$ cat src/rtl/matrix_scan_driver.sv
// matrix_scan_driver: 8x8 matrix row scanner with a double-buffered frame handshake.
// Ports: clk, rst (async, active-high); enable runs the scan; frame_in/frame_valid/
// frame_ready load the pending buffer; row_sel/col_data drive the matrix (registered);
// frame_done pulses on the first blank cycle of row 0 after row 7.
module matrix_scan_driver #(
   parameter int CLK_DIV      = 1000,
   parameter int BLANK_CYCLES = 4
) (
   input  logic        clk,
   input  logic        rst,
   input  logic        enable,
   input  logic [63:0] frame_in,
   input  logic        frame_valid,
   output logic        frame_ready,
   output logic [7:0]  row_sel,
   output logic [7:0]  col_data,
   output logic        frame_done
);
   localparam int MAXC = (CLK_DIV > BLANK_CYCLES) ? CLK_DIV : BLANK_CYCLES;
   localparam int CW = $clog2(MAXC + 1);
   typedef enum logic [1:0] {IDLE, BLANK, ON} state_t;
   state_t        state_q, state_d;
   logic [CW-1:0] cnt_q, cnt_d;
   logic [2:0]    row_q, row_d;
   logic [63:0]   active_q, active_d, pending_q, pending_d;
   logic          pend_full_q, pend_full_d;
   logic          frame_ready_q, frame_done_q, frame_done_d;
   logic [7:0]    row_sel_q, row_sel_d, col_data_q, col_data_d;
   logic          accept, blank_end, on_end, frame_end;
   always_comb begin
      accept      = frame_valid && frame_ready_q;
      blank_end   = cnt_q == CW'(BLANK_CYCLES - 1);
      on_end      = cnt_q == CW'(CLK_DIV - 1);
      frame_end   = enable && state_q == ON && on_end && row_q == 3'd7;
      state_d     = !enable ? IDLE :
                    state_q == IDLE ? BLANK :
                    state_q == BLANK ? (blank_end ? ON : BLANK) :
                    (on_end ? BLANK : ON);
      cnt_d       = (state_d != state_q || state_d == IDLE) ? '0 : cnt_q + 1'b1;
      row_d       = (!enable || state_q == IDLE) ? 3'd0 :
                    (state_q == ON && on_end) ? row_q + 3'd1 : row_q;
      // Swap only at the frame boundary, so a frame never tears mid-scan.
      active_d    = (frame_end && pend_full_q) ? pending_q : active_q;
      pending_d   = accept ? frame_in : pending_q;
      // accept needs pending empty and the swap needs it full, so they never coincide.
      pend_full_d = accept || (pend_full_q && !frame_end);
      frame_done_d = frame_end;
      // Outputs are computed from the next state so they line up with state entry.
      row_sel_d   = (state_d == ON) ? 8'h01 << row_d : 8'h00;
      col_data_d  = (state_d == ON) ? active_q[{row_d, 3'b000} +: 8] : 8'h00;
   end
   always_ff @(posedge clk or posedge rst) begin
      if (rst) begin
         state_q       <= IDLE;
         cnt_q         <= '0;
         row_q         <= 3'd0;
         active_q      <= '0;
         pending_q     <= '0;
         pend_full_q   <= 1'b0;
         frame_ready_q <= 1'b1;
         frame_done_q  <= 1'b0;
         row_sel_q     <= 8'h00;
         col_data_q    <= 8'h00;
      end else begin
         state_q       <= state_d;
         cnt_q         <= cnt_d;
         row_q         <= row_d;
         active_q      <= active_d;
         pending_q     <= pending_d;
         pend_full_q   <= pend_full_d;
         frame_ready_q <= !pend_full_d;
         frame_done_q  <= frame_done_d;
         row_sel_q     <= row_sel_d;
         col_data_q    <= col_data_d;
      end
   end
   assign frame_ready = frame_ready_q;
   assign frame_done  = frame_done_q;
   assign row_sel     = row_sel_q;
   assign col_data    = col_data_q;
endmodule
$ cat config.mk
export PLATFORM = sky130hd
export DESIGN_NAME = matrix_scan_driver
export DESIGN_NICKNAME = d
export VERILOG_FILES = /design/src/rtl/matrix_scan_driver.sv
export SDC_FILE = /design/constraint.sdc
export NUM_CORES = 1
export LEC_CHECK = 0
export ABC_AREA = 1
export CAP_MARGIN = 0
export CORE_ASPECT_RATIO = 0.5
export CORE_UTILIZATION = 55
export CTS_BUF_LIST = sky130_fd_sc_hd__clkbuf_8
export CTS_CLUSTER_SIZE = 12
export DETAILED_ROUTE_END_ITERATION = 12
export GPL_TIMING_DRIVEN = 0
export PLACE_DENSITY = 0.79
export SYNTH_ARGS = -nofsm -noshare
export SYNTH_HDL_FRONTEND = slang
export SYNTH_SLANG_ARGS = --single-unit
$ cat constraint.sdc
create_clock -name clk -period 7 [get_ports clk]
set_clock_uncertainty 0.15 [all_clocks]
set_input_delay 0.7 -clock clk [delete_from_list [all_inputs] [get_ports clk]]
set_output_delay 0.7 -clock clk [all_outputs]
set_load 0.02 [all_outputs]
### Word-level counts from Yosys, hierarchy flattened

Cells that the tools add are included.

| storage, ports and cells | value |
|---|---|
| flip-flop bits (word level) | 162 |
| bits of input ports | 68 |
| word-level logic and storage cells | 46 |
| output and inout bits | 18 |

| operators by class | value |
|---|---|
| shift operators | 2 |
| mux-type cells | 10 |
| reduce and logical (&&, ||, !) cells | 15 |
| equal/unequal tests | 7 |
| add/subtract/negate cells | 2 |

Operator list:

| operator | count |
|---|---|
| 64-bit by 7-bit indexed part select with 8-bit output | 1 |
| 8-bit two-way mux | 2 |
| 10-bit by 1-bit adder with 10-bit output, second input constant | 1 |
| 10-bit == test, second input constant | 1 |
| 10-bit by 2-bit == test with 1-bit output, second input constant | 1 |
| 10-bit two-way mux | 1 |
| 2-bit two-way mux | 5 |
| 1-bit by 3-bit left shift with 8-bit output, first input constant | 1 |
| 1-bit logical AND | 7 |
| 3-bit two-way mux | 2 |
| 2-bit == test, second input constant | 2 |
| 2-bit logical NOT | 2 |
| 3-bit by 1-bit adder with 3-bit output, second input constant | 1 |
| 3-bit == test, second input constant | 1 |
| 1-bit logical NOT | 3 |
| 1-bit logical OR | 3 |
| 2-bit by 1-bit == test with 1-bit output, second input constant | 1 |
| 2-bit != test | 1 |

### Longest topological paths before layout

| depth | value |
|---|---|
| depth in word-level cells | 8 |
| gate-level depth with buffers | 14 |
| mapped depth without buffers | 13 |

### Worst setup path before layout

Ideal clock, no wire load.

| timing path | value |
|---|---|
| path type | input port to flip-flop |
| start | input port enable |
| end | register col_data_q[6] (netlist: col_data[6]) |
| data arrival time | 1.747 ns |
| data required time | 6.733 ns |
| stages | 10 |
| buffers on the path | 1 |
| setup slack | 4.986 ns |
| path through | inv_1 > nor2_2 > nand2_1 > nor2_4 > inv_2 > buf_4 > nand3_2 > nand4_1 > nand2_1 > nand2_1 |

| on the way | value |
|---|---|
| word-level cells in the longest chain between the ends | 5 |
| elaborated cells on any way between the ends | 7 |
| those cells by class | 1 x eq/ne; 1 x shift; 3 x mux; 2 x reduce/logical |

Ends and longest elaborated chain:

| element | line | RTL |
|---|---|---|
| start: declaration | 11 | `input logic enable,` |
| 1-bit logical NOT | 40 | `row_d = (!enable \|\| state_q == IDLE) ? 3'd0 :` |
| 1-bit logical OR | 40 |  |
| 3-bit two-way mux | 40 |  |
| 64-bit by 7-bit indexed part select with 8-bit output | 50 | `col_data_d = (state_d == ON) ? active_q[{row_d, 3'b000} +: 8] : 8'h00;` |
| 8-bit two-way mux * | 50 |  |
| named net col_data_d[6] | 28 | `logic [7:0] row_sel_q, row_sel_d, col_data_q, col_data_d;` |
| end signal: assignment | 74 | `col_data_q <= col_data_d;` |
| end: declaration | 28 |  |

Mark *: on every way through the listed nets, which the timed path passes. The rest lies on a longest branch.
A chain may end at the register's enable or synchronous reset.

### Worst setup path after layout

| timing path | value |
|---|---|
| start | input port enable |
| end | register col_data_q[0] (netlist: col_data[0]) |

The elaborated chain is that of the path after synthesis.

==> summary.txt <==
Outcome
  – Status: finished clean

STA
  – Max frequency: 396 MHz
  – Slew @ Worst Pin: 0.549 ns
  – RSZ-0062 raised after global routing: no
  – Slew HR: 0.634
  – Slew Viols, Final: 0
  – Final setup viols: 0
  – Final min period: ~2.5 ns
  – Fin crit share: 0.361
  – Final hold slack: 0.304 ns
  – Hold Violations, Final: 0

Yosys
  – Syn Area/Cell: 9.13 um^2
  – Top cell type by total area after synthesis: dfrtp_1
  – Top post-synthesis cells by area: dfrtp_1, nand2_1, mux2_1, inv_1, o21ai_0
  – Post-synth cell types: 31
  – Seq/Total Area, Yosys: 0.584
  – Async set-reset flop share out of synthesis: 1.00
  – Share of the synthesized area in the top cell type: 0.581
  – Syn_nets: around 830
  – Mapped Cells: between 700 and 800
  – Ys Warns: 0
  – Main synth FF type: dfrtp_1
  – Cell area after synthesis: about 7000 um^2
  – Register bit total from synthesis: around 160
  – Post-synth EDFFs: 0

Setup path
  – CP required: around 7.2 ns
  – Crit-path max FO: 10
  – Crit start category: primary input
  – Arr. time, crit path: 2.71 ns
  – Crit Path Class: in -> reg
  – Critical path endpoint category: register
  – Reg2reg setup slack: roughly 4.6 ns

Floorplanning
  – Die area: ~13000 um^2
  – Core area: 12100 um^2
  – Die Y-Extent: between 80 and 90 um
  – Std-Cell Rows: 28
  – IO Pins: 86
  – Die Wd: 161 um
  – Initial Util: 0.576

Finish
  – Ant diodes: 0
  – Share of cells above drive strength 1: 0.0763
  – Most frequent cells in the layout: nand2_1, dfrtp_1, clkdlybuf4s50_1
  – Area growth, synth to finish: 21.3%
  – Final net count: 936
  – Commonest non-fill, non-tap cell in the layout: nand2_1
  – Post-Route Utilization: 0.699

Route
  – Final WL: around 15000 um
  – Vias: 5312
  – DRC: 0
  – Via-to-Cell Ratio: ~5
  – DRT iter0 DRCs: ~380
  – DRT antenna net count: 0
  – WL per Instance: between 10 and 15 um
  – Drt pass-1 iters: 5

Global route
  – First-pass GRT wire length: 24500 um
  – Vias in the first global route: roughly 5100
  – Grt total ovfl: 0
  – Gr usage total: 0.247
  – Initial antenna violation count: 0
  – Pin count of the biggest net entering global routing: 105

Clocking
  – Htree depth: 4
  – Root buffer cell: clkbuf_8
  – Total CTS buffers: 17
  – Post-CTS Hold Fix Bufs: 0
  – Post-CTS setup buffers: 0
  – Clock transition at the registers of the reported paths: about 0.09 ns
  – Longest Clk Path Bufs: 2
  – Clk_lat worst skew: 0.46 ns
  – TritonCTS clock tree: done
  – CTS sink cnt: approximately 160
  – Post_cts resized: 0

Place
  – GPL Wtd Cong: 0.917
  – Post-detailed-placement half-perimeter wirelength: ~11000 um
  – Buffers on Ports: between 80 and 90

Power and ir drop
  – Total power: 0.00200 W
  – PD cells: about 240 nW/um^2
  – P_leak: around 4.3 nW
  – Worst VDD drop: approximately 0.14 mV

Job
  – Max Cap Viol: 0

Min path
  – Worst Hold Class: reg -> reg
-- path summary, 6_finish.rpt --
check / start / to / cells after the start
max: enable / col_data[0] / 11
min: pend_full_q / frame_ready / 1
max reg2reg: cnt_q[0] / active_q[42] / 12
min reg2reg: pend_full_q / frame_ready / 1
max in group asynchronous: rst / frame_ready / 3
min in group asynchronous: rst / cnt_q[0] / 2
-- routing by layer --
layer,global-route usage,vias to the layer above,part of all wire
met5,0,-,0
met4,0.0774,0,0.013
met3,0.0465,17,0.055
met2,0.395,138,0.46
met1,0.348,2576,0.48
li1,-,2581,-
-- per-stage QoR --
| stage | TNS (ns) | instances | setup WS (ns) | instance area [um^2] |
|---|---|---|---|---|
| after global placement | -28.34 | 1010 | -0.190 | 8000 |
| after detailed placement | 0 | 1011 | 4.06 | 8030 |
| after floorplan | 0 | 760 | 1.78 | 6940 |
| after global routing | 0 | 1043 | 4.29 | 8420 |
| final | 0 | 1043 | 4.48 | 8420 |
| after CTS | 0 | 1043 | 4.53 | 8420 |
-- report_power, final --
part / total (W) / leakage, nW / switching, W / internal, W
Sequential: 0.00111 / 2.15 / 0.0000571 / 0.00106
Clock: 0.000679 / 0.195 / 0.000377 / 0.000302
Combinational: 0.000206 / 1.95 / 0.000115 / 0.0000907
Total: 0.00200 / 4.30 / 0.000549 / 0.00145
-- kinds of logic after synthesis --
family	Yosys count	share of synthesized area
AND/OR/NAND/NOR	379	0.230
flip-flops	162	0.584
XOR/XNOR	2	0.00252
multiplexers	39	0.0633
adder cells (fa/ha/maj)	3	0.00541
buffers and inverters	113	0.0683
AO/OA/AOI/OAI	62	0.0458
-- flip-flops by register name (all words and copies together), names as in the netlist --
name         flops
row_q            3
row_sel          8
pending_q       64
active_q        64
pend_full_q      1
cnt_q           10
frame_done       1
frame_ready      1
state_q          2
col_data         8
-- critical path, cell delays in order --
cell and delay [ns]:
clkdlybuf4s50_1 0.57, inv_1 0.09, nor2_2 0.29, clkbuf_1 0.44, nand4_1 0.15, nand2_1 0.10, nand2_1 0.05, nand2_1 0.10
nand2_1 0.08, nand2_1 0.07, nor2_1 0.06
-- synthesized netlist by cell type (2+ instances only) --
cell type / count
dfrtp_1: 161
clkbuf_1: 18
buf_4: 2
o21ai_1: 5
inv_1: 77
nand2_1: 270
ha_1: 3
nor2_2: 2
nand2_2: 4
a21oi_1: 3
buf_6: 5
inv_2: 6
nor2_1: 52
nor3_1: 4
mux2_1: 39
o21ai_0: 53
buf_2: 4
nand3_1: 18
nor2_4: 4
nor3b_1: 4
nand4_1: 16
-- final cells by class --
type	count	area, um^2
sequential	162	4060
clock inverter	14	143
multi-input combinational	485	2410
inverter	83	317
clock buffer	18	248
fill	968	3630
tap	165	206
timing repair buffer	86	878
buffer	30	163
Power figures use the tool's default switching activity.
